--- config.mk ---
export PLATFORM = sky130hd
export DESIGN_NAME = ps2_host_tx_flat
export DESIGN_NICKNAME = d
export VERILOG_FILES = /design/src/rtl/ps2_host_tx_pkg.sv /design/src/rtl/ps2_host_tx_if.sv /design/src/rtl/ps2_host_tx_line_sync.sv /design/src/rtl/ps2_host_tx.sv /design/src/flat_wrapper.sv
export SDC_FILE = /design/constraint.sdc
export NUM_CORES = 1
export LEC_CHECK = 0
export ABC_AREA = 1
export CAP_MARGIN = 10
export CELL_PAD_IN_SITES_DETAIL_PLACEMENT = 0
export CELL_PAD_IN_SITES_GLOBAL_PLACEMENT = 1
export CORE_MARGIN = 2
export CORE_UTILIZATION = 44
export DETAILED_ROUTE_END_ITERATION = 6
export PLACE_DENSITY_LB_ADDON = 0.05
export SLEW_MARGIN = 25
export SYNTH_ARGS = -nofsm -noshare
export SYNTH_HDL_FRONTEND = slang
export SYNTH_HIERARCHICAL = 1
export SYNTH_SLANG_ARGS = --single-unit
--- constraint.sdc ---
create_clock -name clk_i -period 4.1 [get_ports clk_i]
set_input_delay 0.615 -clock clk_i [delete_from_list [all_inputs] [get_ports clk_i]]
set_output_delay 0.615 -clock clk_i [all_outputs]
set_load 0.05 [all_outputs]
--- src/rtl/ps2_host_tx_pkg.sv ---
// Shared types and constants for the PS/2 host transmitter and its line synchroniser.
package ps2_host_tx_pkg;

    typedef enum logic [2:0] {
        ST_IDLE,
        ST_INHIBIT,
        ST_REQ,
        ST_WAIT_CLK,
        ST_SHIFT,
        ST_ACK,
        ST_RELEASE
    } state_e;

    typedef enum logic [1:0] {
        ERR_NONE          = 2'b00,
        ERR_START_TIMEOUT = 2'b01,
        ERR_XFER_TIMEOUT  = 2'b10,
        ERR_NO_ACK        = 2'b11
    } err_e;

    localparam logic [7:0] PS2_CMD_SET_LEDS = 8'hED;
    localparam logic [7:0] PS2_CMD_RESET    = 8'hFF;

    // A line level must hold this many cycles before the filter accepts it.
    localparam int unsigned FILTER_CYCLES = 8;

    // Split the divide so large timeouts at 50 MHz stay inside 32 bits.
    function automatic int unsigned us_to_cycles(input int unsigned us, input int unsigned clk_hz);
        return (us * (clk_hz / 1000)) / 1000;
    endfunction

    function automatic int unsigned max_u(input int unsigned a, input int unsigned b);
        return (a > b) ? a : b;
    endfunction

    function automatic logic [8:0] make_frame(input logic [7:0] data);
        return {~^data, data};
    endfunction

endpackage

--- src/rtl/ps2_host_tx_if.sv ---
// Byte handshake and status bundle between a command source and the PS/2 host transmitter.
interface ps2_host_tx_if;

    logic [7:0] tx_data;
    logic       tx_valid;
    logic       tx_ready;
    logic       rx_inhibit;
    logic       done;
    logic       error;
    logic [1:0] err_code;

    modport master (
        output tx_data, tx_valid,
        input  tx_ready, rx_inhibit, done, error, err_code
    );

    modport slave (
        input  tx_data, tx_valid,
        output tx_ready, rx_inhibit, done, error, err_code
    );

endinterface

--- src/rtl/ps2_host_tx_line_sync.sv ---
// Two-flop synchroniser and stability filter for the PS/2 clock and data pins,
// with a one-cycle strobe on each filtered clock falling edge.
module ps2_host_tx_line_sync
    import ps2_host_tx_pkg::*;
(
    input  logic clk_i,
    input  logic rst_ni,
    input  logic ps2_clk_async_i,
    input  logic ps2_dat_async_i,
    output logic ps2_clk_o,
    output logic ps2_dat_o,
    output logic clk_fall_o
);

    localparam int unsigned CW = $clog2(FILTER_CYCLES);

    // Bit 0 carries the clock line, bit 1 the data line.
    logic [1:0]         meta_q, sync_q, filt_q, filt_d;
    logic [1:0][CW-1:0] cnt_q, cnt_d;
    logic               fall_q, fall_d;

    always_ff @(posedge clk_i or negedge rst_ni) begin
        if (!rst_ni) begin
            meta_q <= 2'b11;
            sync_q <= 2'b11;
            filt_q <= 2'b11;
            cnt_q  <= '0;
            fall_q <= 1'b0;
        end else begin
            meta_q <= {ps2_dat_async_i, ps2_clk_async_i};
            sync_q <= meta_q;
            filt_q <= filt_d;
            cnt_q  <= cnt_d;
            fall_q <= fall_d;
        end
    end

    always_comb begin
        filt_d = filt_q;
        cnt_d  = cnt_q;
        for (int i = 0; i < 2; i++) begin
            if (sync_q[i] == filt_q[i]) begin
                cnt_d[i] = '0;
            end else if (cnt_q[i] == CW'(FILTER_CYCLES - 1)) begin
                cnt_d[i]  = '0;
                filt_d[i] = sync_q[i];
            end else begin
                cnt_d[i] = cnt_q[i] + 1'b1;
            end
        end
        fall_d = filt_q[0] & ~filt_d[0];
    end

    assign ps2_clk_o  = filt_q[0];
    assign ps2_dat_o  = filt_q[1];
    assign clk_fall_o = fall_q;

endmodule

--- src/rtl/ps2_host_tx.sv ---
// Host-to-device PS/2 transmitter: requests the bus by holding clock low, then shifts
// one command byte out on device-generated clocks and checks the device ack.
module ps2_host_tx
    import ps2_host_tx_pkg::*;
#(
    parameter int unsigned CLK_HZ           = 50_000_000,
    parameter int unsigned INHIBIT_US       = 120,
    parameter int unsigned REQ_US           = 10,
    parameter int unsigned START_TIMEOUT_US = 15000,
    parameter int unsigned XFER_TIMEOUT_US  = 2000
) (
    input  logic         clk_i,
    input  logic         rst_ni,
    ps2_host_tx_if.slave bus,
    input  logic         ps2_clk_async_i,
    input  logic         ps2_dat_async_i,
    output logic         ps2_clk_oe_o,
    output logic         ps2_dat_oe_o
);

    localparam int unsigned INHIBIT_CYC = us_to_cycles(INHIBIT_US, CLK_HZ);
    localparam int unsigned REQ_CYC     = us_to_cycles(REQ_US, CLK_HZ);
    localparam int unsigned START_CYC   = us_to_cycles(START_TIMEOUT_US, CLK_HZ);
    localparam int unsigned XFER_CYC    = us_to_cycles(XFER_TIMEOUT_US, CLK_HZ);
    localparam int unsigned MAX_CYC     = max_u(max_u(INHIBIT_CYC, REQ_CYC), max_u(START_CYC, XFER_CYC));
    localparam int unsigned TW          = $clog2(MAX_CYC + 1);

    // Timer counts down to zero inclusive, so each load is one less than the period.
    localparam logic [TW-1:0] INHIBIT_LD = TW'(INHIBIT_CYC - 1);
    localparam logic [TW-1:0] REQ_LD     = TW'(REQ_CYC - 1);
    localparam logic [TW-1:0] START_LD   = TW'(START_CYC - 1);
    localparam logic [TW-1:0] XFER_LD    = TW'(XFER_CYC - 1);

    state_e        state_q, state_d;
    logic [TW-1:0] timer_q, timer_d;
    logic [3:0]    bit_q, bit_d;
    logic [8:0]    frame_q, frame_d;
    logic          clk_oe_q, clk_oe_d;
    logic          dat_oe_q, dat_oe_d;
    logic          done_q, done_d;
    logic          error_q, error_d;
    err_e          err_code_q, err_code_d;
    logic          fail;
    err_e          fail_code;
    logic          line_clk, line_dat, clk_fall;
    logic          timer_zero;

    ps2_host_tx_line_sync u_line_sync (
        .clk_i           (clk_i),
        .rst_ni          (rst_ni),
        .ps2_clk_async_i (ps2_clk_async_i),
        .ps2_dat_async_i (ps2_dat_async_i),
        .ps2_clk_o       (line_clk),
        .ps2_dat_o       (line_dat),
        .clk_fall_o      (clk_fall)
    );

    assign timer_zero = (timer_q == '0);

    always_ff @(posedge clk_i or negedge rst_ni) begin
        if (!rst_ni) begin
            state_q    <= ST_IDLE;
            timer_q    <= '0;
            bit_q      <= '0;
            frame_q    <= '0;
            clk_oe_q   <= 1'b0;
            dat_oe_q   <= 1'b0;
            done_q     <= 1'b0;
            error_q    <= 1'b0;
            err_code_q <= ERR_NONE;
        end else begin
            state_q    <= state_d;
            timer_q    <= timer_d;
            bit_q      <= bit_d;
            frame_q    <= frame_d;
            clk_oe_q   <= clk_oe_d;
            dat_oe_q   <= dat_oe_d;
            done_q     <= done_d;
            error_q    <= error_d;
            err_code_q <= err_code_d;
        end
    end

    always_comb begin
        state_d    = state_q;
        timer_d    = timer_q;
        bit_d      = bit_q;
        frame_d    = frame_q;
        clk_oe_d   = clk_oe_q;
        dat_oe_d   = dat_oe_q;
        done_d     = 1'b0;
        error_d    = 1'b0;
        err_code_d = err_code_q;
        fail       = 1'b0;
        fail_code  = ERR_NONE;

        unique case (state_q)
            ST_IDLE: begin
                clk_oe_d = 1'b0;
                dat_oe_d = 1'b0;
                if (bus.tx_valid) begin
                    state_d  = ST_INHIBIT;
                    frame_d  = make_frame(bus.tx_data);
                    timer_d  = INHIBIT_LD;
                    clk_oe_d = 1'b1;
                end
            end
            ST_INHIBIT: begin
                if (timer_zero) begin
                    state_d  = ST_REQ;
                    timer_d  = REQ_LD;
                    dat_oe_d = 1'b1;
                end else begin
                    timer_d = timer_q - 1'b1;
                end
            end
            ST_REQ: begin
                if (timer_zero) begin
                    state_d  = ST_WAIT_CLK;
                    timer_d  = START_LD;
                    clk_oe_d = 1'b0;
                end else begin
                    timer_d = timer_q - 1'b1;
                end
            end
            ST_WAIT_CLK: begin
                if (clk_fall) begin
                    state_d  = ST_SHIFT;
                    bit_d    = '0;
                    dat_oe_d = ~frame_q[0];
                    timer_d  = XFER_LD;
                end else if (timer_zero) begin
                    fail      = 1'b1;
                    fail_code = ERR_START_TIMEOUT;
                end else begin
                    timer_d = timer_q - 1'b1;
                end
            end
            ST_SHIFT: begin
                if (clk_fall) begin
                    if (bit_q == 4'd8) begin
                        dat_oe_d = 1'b0;
                        state_d  = ST_ACK;
                    end else begin
                        bit_d    = bit_q + 4'd1;
                        dat_oe_d = ~frame_q[bit_q + 4'd1];
                    end
                end
            end
            ST_ACK: begin
                if (clk_fall) begin
                    if (!line_dat) begin
                        state_d = ST_RELEASE;
                    end else begin
                        fail      = 1'b1;
                        fail_code = ERR_NO_ACK;
                    end
                end
            end
            ST_RELEASE: begin
                if (line_clk && line_dat) begin
                    state_d = ST_IDLE;
                    done_d  = 1'b1;
                end
            end
            default: state_d = ST_IDLE;
        endcase

        // One shared budget covers everything from the first device edge to the ack.
        if (!fail && (state_q inside {ST_SHIFT, ST_ACK, ST_RELEASE}) && (state_d == state_q)) begin
            if (timer_zero) begin
                fail      = 1'b1;
                fail_code = ERR_XFER_TIMEOUT;
            end else begin
                timer_d = timer_q - 1'b1;
            end
        end

        if (fail) begin
            state_d    = ST_IDLE;
            clk_oe_d   = 1'b0;
            dat_oe_d   = 1'b0;
            error_d    = 1'b1;
            err_code_d = fail_code;
        end
    end

    assign ps2_clk_oe_o   = clk_oe_q;
    assign ps2_dat_oe_o   = dat_oe_q;
    assign bus.tx_ready   = (state_q == ST_IDLE);
    assign bus.rx_inhibit = (state_q != ST_IDLE);
    assign bus.done       = done_q;
    assign bus.error      = error_q;
    assign bus.err_code   = err_code_q;

endmodule
--- src/flat_wrapper.sv ---
// flat-port wrapper written by rule: the top's interface ports become plain ports
module ps2_host_tx_flat import ps2_host_tx_pkg::*;
#(
    parameter int unsigned CLK_HZ           = 50_000_000,
    parameter int unsigned INHIBIT_US       = 120,
    parameter int unsigned REQ_US           = 10,
    parameter int unsigned START_TIMEOUT_US = 15000,
    parameter int unsigned XFER_TIMEOUT_US  = 2000
)
  (clk_i, rst_ni, ps2_clk_async_i, ps2_dat_async_i, ps2_clk_oe_o, ps2_dat_oe_o, bus_tx_data, bus_tx_valid, bus_tx_ready, bus_rx_inhibit, bus_done, bus_error, bus_err_code);
  ps2_host_tx_if bus_i ();
  input  logic clk_i;
  input  logic rst_ni;
  input  logic ps2_clk_async_i;
  input  logic ps2_dat_async_i;
  output logic ps2_clk_oe_o;
  output logic ps2_dat_oe_o;
  input wire logic [$bits(bus_i.tx_data)-1:0] bus_tx_data;
  input wire logic [$bits(bus_i.tx_valid)-1:0] bus_tx_valid;
  output wire logic [$bits(bus_i.tx_ready)-1:0] bus_tx_ready;
  output wire logic [$bits(bus_i.rx_inhibit)-1:0] bus_rx_inhibit;
  output wire logic [$bits(bus_i.done)-1:0] bus_done;
  output wire logic [$bits(bus_i.error)-1:0] bus_error;
  output wire logic [$bits(bus_i.err_code)-1:0] bus_err_code;
  assign bus_i.tx_data = bus_tx_data;
  assign bus_i.tx_valid = bus_tx_valid;
  assign bus_tx_ready = bus_i.tx_ready;
  assign bus_rx_inhibit = bus_i.rx_inhibit;
  assign bus_done = bus_i.done;
  assign bus_error = bus_i.error;
  assign bus_err_code = bus_i.err_code;
  ps2_host_tx #(.CLK_HZ(CLK_HZ), .INHIBIT_US(INHIBIT_US), .REQ_US(REQ_US), .START_TIMEOUT_US(START_TIMEOUT_US), .XFER_TIMEOUT_US(XFER_TIMEOUT_US)) u_core (.clk_i(clk_i), .rst_ni(rst_ni), .bus(bus_i), .ps2_clk_async_i(ps2_clk_async_i), .ps2_dat_async_i(ps2_dat_async_i), .ps2_clk_oe_o(ps2_clk_oe_o), .ps2_dat_oe_o(ps2_dat_oe_o));
endmodule
==> reports/qor.csv <==
stage,metric,value,unit
synthesis,synth_top_cell_area_share,30.2,%
power,static-leakage-power,2.29,nW
timing,setup_tns,0,ns
floorplan,start_util,44.6,%
cts,clock_pin_slew_worst_setup_and_hold_paths,0.12,ns
synthesis,synth.ff_latch_count,55,
cts,postCtsResizedCells,0,
floorplan,fp.dieW,100,microns
cts,holdBufCountCts,0,
critical_path,cp_cell_sequence,inv_2 -> nand2_1 -> nor2_4 -> clkdlybuf4s50_1,
cts,cts_buffer_depth,2,
synthesis,post-synth-top-area-cell,sky130_fd_sc_hd__dfrtp_1,
cts,cts-buffers-inserted,5,
global_route,first_global_vias,3764,
floorplan,site_row_count,35,
routing,drt-vias-per-instance,5.22,
job,drv_cap,0,
timing,worst_pin_slew,0.734,ns
cells_and_area,sequential_cell_area,1380,sq um
synthesis,synth_sequential_area_ratio,34.0,%
global_route,grt_antenna_before_repair,0,
cts,clk_latency,0.33,ns
timing,rsz0062_at_grt,false,
routing,drtAntennaViolNets,0,
outcome,run_status,completed,
synthesis,synth.area.top_cells,"sky130_fd_sc_hd__dfrtp_1 30%, sky130_fd_sc_hd__nand2_1 19%, sky130_fd_sc_hd__inv_1 6.6%",
critical_path,critical_path_class,flip-flop to output pin,
synthesis,syn_avg_cell_area,6.72,sq um
critical_path,critical-path-max-stage-delay,0.85,ns
power,ir_drop,270,uV
synthesis,netlist_instances,605,
cells_and_area,diode_insertion_count_for_antenna_repair,0,
global_route,globalRouteTotalUtil,24.6,%
global_route,grt_max_degree,31,
critical_path,worstSetupStartpointType,flip-flop,
synthesis,commonest_cells_in_the_synthesized_netlist,"204 x sky130_fd_sc_hd__nand2_1, 71 x sky130_fd_sc_hd__inv_1, 67 x sky130_fd_sc_hd__nor2_1, 49 x sky130_fd_sc_hd__dfrtp_1, 40 x sky130_fd_sc_hd__nand3_1",
cells_and_area,fillers,967,
cts,cts-root-buf,sky130_fd_sc_hd__clkbuf_8,
global_route,global_route.overflow_total,0,
critical_path,timing.critical_path.max_delay_family,buffers and inverters,
routing,drc_violation_count_after_routing,0,
timing,total_count_of_max_transition_violations_in_the_final_report,0,
cts,htree_levels,2,
critical_path,setup.worst_path.end_class,output pin,
critical_path,worst-endpoint-arrival,2.32,ns
critical_path,worst_r2r_startpoint,u_core/timer_q[0],
floorplan,die_area,10000,sq um
floorplan,boundaryPins,21,
critical_path,critPathSlowestCell,sky130_fd_sc_hd__clkdlybuf4s50_1,
floorplan,coreArea,9110,sq um
cells_and_area,multi_input_comb_area,2310,sq um
routing,dr.max_layer_used,met4,
synthesis,yosys.cell_count.top_type,sky130_fd_sc_hd__nand2_1,
routing,drtIter0Drc,244,
routing,drt_wl_total,11.5,mm
cts,cts_tree,done,
global_route,grt_pass1_wl,19.3,mm
routing,route.detailed.wl_per_inst,15.7,microns
floorplan,die_height,100,microns
place,final_weighted_congestion_in_routability_driven_placement,0.865,
timing,clock_skew,0.0185,ns
synthesis,async_flop_share,100,%
timing,final_hold_vios,0,
timing,final_critical_path_setup_slack,1.17,ns
place,pre_cts_slack,1.21,ns
timing,slew_headroom,51.1,%
routing,vias,3832,
timing,finalSetupViolations,0,
routing,wl_met2,5.36,mm
critical_path,critical_path_required,3.48,ns
critical_path,rrSetupSlack,1.39,ns
synthesis,number_of_flops_mapped_to_enable_cells_by_yosys,0,
critical_path,reg2reg_depth,13,
synthesis,post_synth_num_cell_types,38,
place,port-buffer-count,20,
timing,layout_worst_path_cycle_share,71.6,%
cts,postCtsSetupBuffers,0,
critical_path,crit-reg2reg-capture,u_core/timer_q[0],
place,detailedPlacementHpwl,8.66,mm
critical_path,critical_path.n_buffers_inverters,2,
cts,clock_sinks,55,
timing,period_minus_slack,2.93,ns
routing,detail_route.wirelength.met1,5.35,mm
cells_and_area,synthToLayoutAreaGrowth,9.42,%
cells_and_area,drive_gt1_share,10.4,%
routing,wl_met3,517,microns
synthesis,syn-cell-area,4070,sq um
synthesis,synth.yosys.warnings,6,
worst_hold_path,hold_path.class,primary input to async pin,
synthesis,synth_ff_type,sky130_fd_sc_hd__dfrtp_1,
synthesis,syn-num-nets,627,
timing,final.hold.worst_slack,0.325,ns
power,power-per-cell-area,728,nW/um^2
critical_path,critical_path.max_fanout,8,
routing,drt-pass1-iter-count,5,
timing,timing.fmax,0.341,GHz
cells_and_area,num-nets-final,644,
layout make-up:
cell class / count / share of cell area, %
Timing Repair Buffer: 24 / 5.06
Sequential cell: 55 / 31.1
Multi-Input combinational cell: 459 / 51.9
Clock inverter: 3 / 0.759
Inverter: 77 / 6.53
Tap cell: 111 / 3.12
Clock buffer: 5 / 1.55
metrics by stage:
step | instance area, sq um | util (%) | std cells | total power, mW
floorplan | 4070 | - | 605 | 2.39
global placement | 4350 | 47.7 | 726 | 2.87
detailed placement | 4350 | 47.7 | 726 | 2.88
CTS | 4450 | 48.8 | 734 | 3.23
global route | 4450 | 48.8 | 734 | 3.57
finish | 4450 | 48.8 | 734 | 3.24
metal layers:
metal / vias up / track usage [%]
li1: 1931 / -
met1: 1771 / 33.8
met2: 109 / 40.4
met3: 21 / 3.27
met4: 0 / 7.59
met5: - / 0
power by group:
part           switching [mW]  total, mW  leakage, nW  internal, mW
clock                   0.212      0.341       0.0515         0.129
sequential              0.215      0.952        0.683         0.736
combinational            1.31       1.95         1.56         0.638
cells in the final DEF (no fill, tap or decap), types with 4 or more instances in the layout:
master,synthesis,final
sky130_fd_sc_hd__xor2_1,12,12
sky130_fd_sc_hd__dfrtp_1,49,49
sky130_fd_sc_hd__a21oi_1,15,15
sky130_fd_sc_hd__nor2_4,5,5
sky130_fd_sc_hd__inv_2,5,5
sky130_fd_sc_hd__ha_1,9,9
sky130_fd_sc_hd__xnor2_1,9,9
sky130_fd_sc_hd__clkdlybuf4s50_1,0,19
sky130_fd_sc_hd__clkbuf_8,0,5
sky130_fd_sc_hd__o21ai_1,5,5
sky130_fd_sc_hd__nand3_2,5,5
sky130_fd_sc_hd__buf_4,3,4
sky130_fd_sc_hd__nand4_1,8,8
sky130_fd_sc_hd__nand2_1,204,204
sky130_fd_sc_hd__nor2_2,11,11
sky130_fd_sc_hd__nor2_1,67,67
sky130_fd_sc_hd__nand3_1,40,40
sky130_fd_sc_hd__inv_1,71,71
sky130_fd_sc_hd__o21ai_0,33,33
sky130_fd_sc_hd__dfstp_2,6,6
sky130_fd_sc_hd__nand2_2,9,9
state kept, by name, indices dropped and copies added (netlist names):
register                       flops
u_core/bus.error                   1
u_core/ps2_clk_oe_o                1
u_core/u_line_sync/clk_fall_o      1
u_core/u_line_sync/filt_q          2
u_core/bus.err_code                2
u_core/u_line_sync/meta_q          2
u_core/state_q                     3
u_core/u_line_sync/sync_q          2
u_core/frame_q                     9
u_core/bus.done                    1
u_core/timer_q                    20
u_core/ps2_dat_oe_o                1
u_core/bit_q                       4
u_core/u_line_sync/cnt_q           6
worst register-to-register path, cell delays in order, from the launching register on:
cell                        delay [ns]
sky130_fd_sc_hd__dfrtp_1          0.46
sky130_fd_sc_hd__inv_1            0.19
sky130_fd_sc_hd__ha_1             0.24
sky130_fd_sc_hd__inv_1            0.05
sky130_fd_sc_hd__nor2_1           0.12
sky130_fd_sc_hd__and3_1           0.18
sky130_fd_sc_hd__nand3_1          0.36
sky130_fd_sc_hd__ha_1             0.43
sky130_fd_sc_hd__o21ai_0          0.17
sky130_fd_sc_hd__o2111ai_1        0.17
sky130_fd_sc_hd__nand2_1          0.08
sky130_fd_sc_hd__o21ai_0          0.07
sky130_fd_sc_hd__nand2_1          0.06
sky130_fd_sc_hd__nand2_1          0.04
how the worst max path moves through the flow:
| stage | endpoint | depth (start not counted) | slack, ns | from |
|---|---|---|---|---|
| 2_1_floorplan | u_core/timer_q[0] | 13 | 1.97 | u_core/timer_q[0] |
| 4_1_cts | bus_tx_ready | 4 | 1.15 | u_core/state_q[1] |
| 6_report | bus_tx_ready | 4 | 1.17 | u_core/state_q[1] |
| 5_1_grt | bus_tx_ready | 4 | 1.07 | u_core/state_q[1] |
| 3_5_place_dp | u_core/state_q[2] | 11 | 1.21 | bus_tx_valid |
| 3_3_place_gp | u_core/state_q[2] | 11 | 1.25 | bus_tx_valid |
logic make-up (layout without fill, tap and decap cells):
logic type,after synthesis,after routing,share of synthesized area (%)
xor gates and xnor gates,21,21,4.52
and+or+nand+nor,362,362,40.3
DFF,55,55,34.0
adders and majority gates,9,9,2.77
buffers and inverters,91,109,9.20
AOI/OAI and AO/OA,67,67,9.14
(Power assumes the default switching activity.)
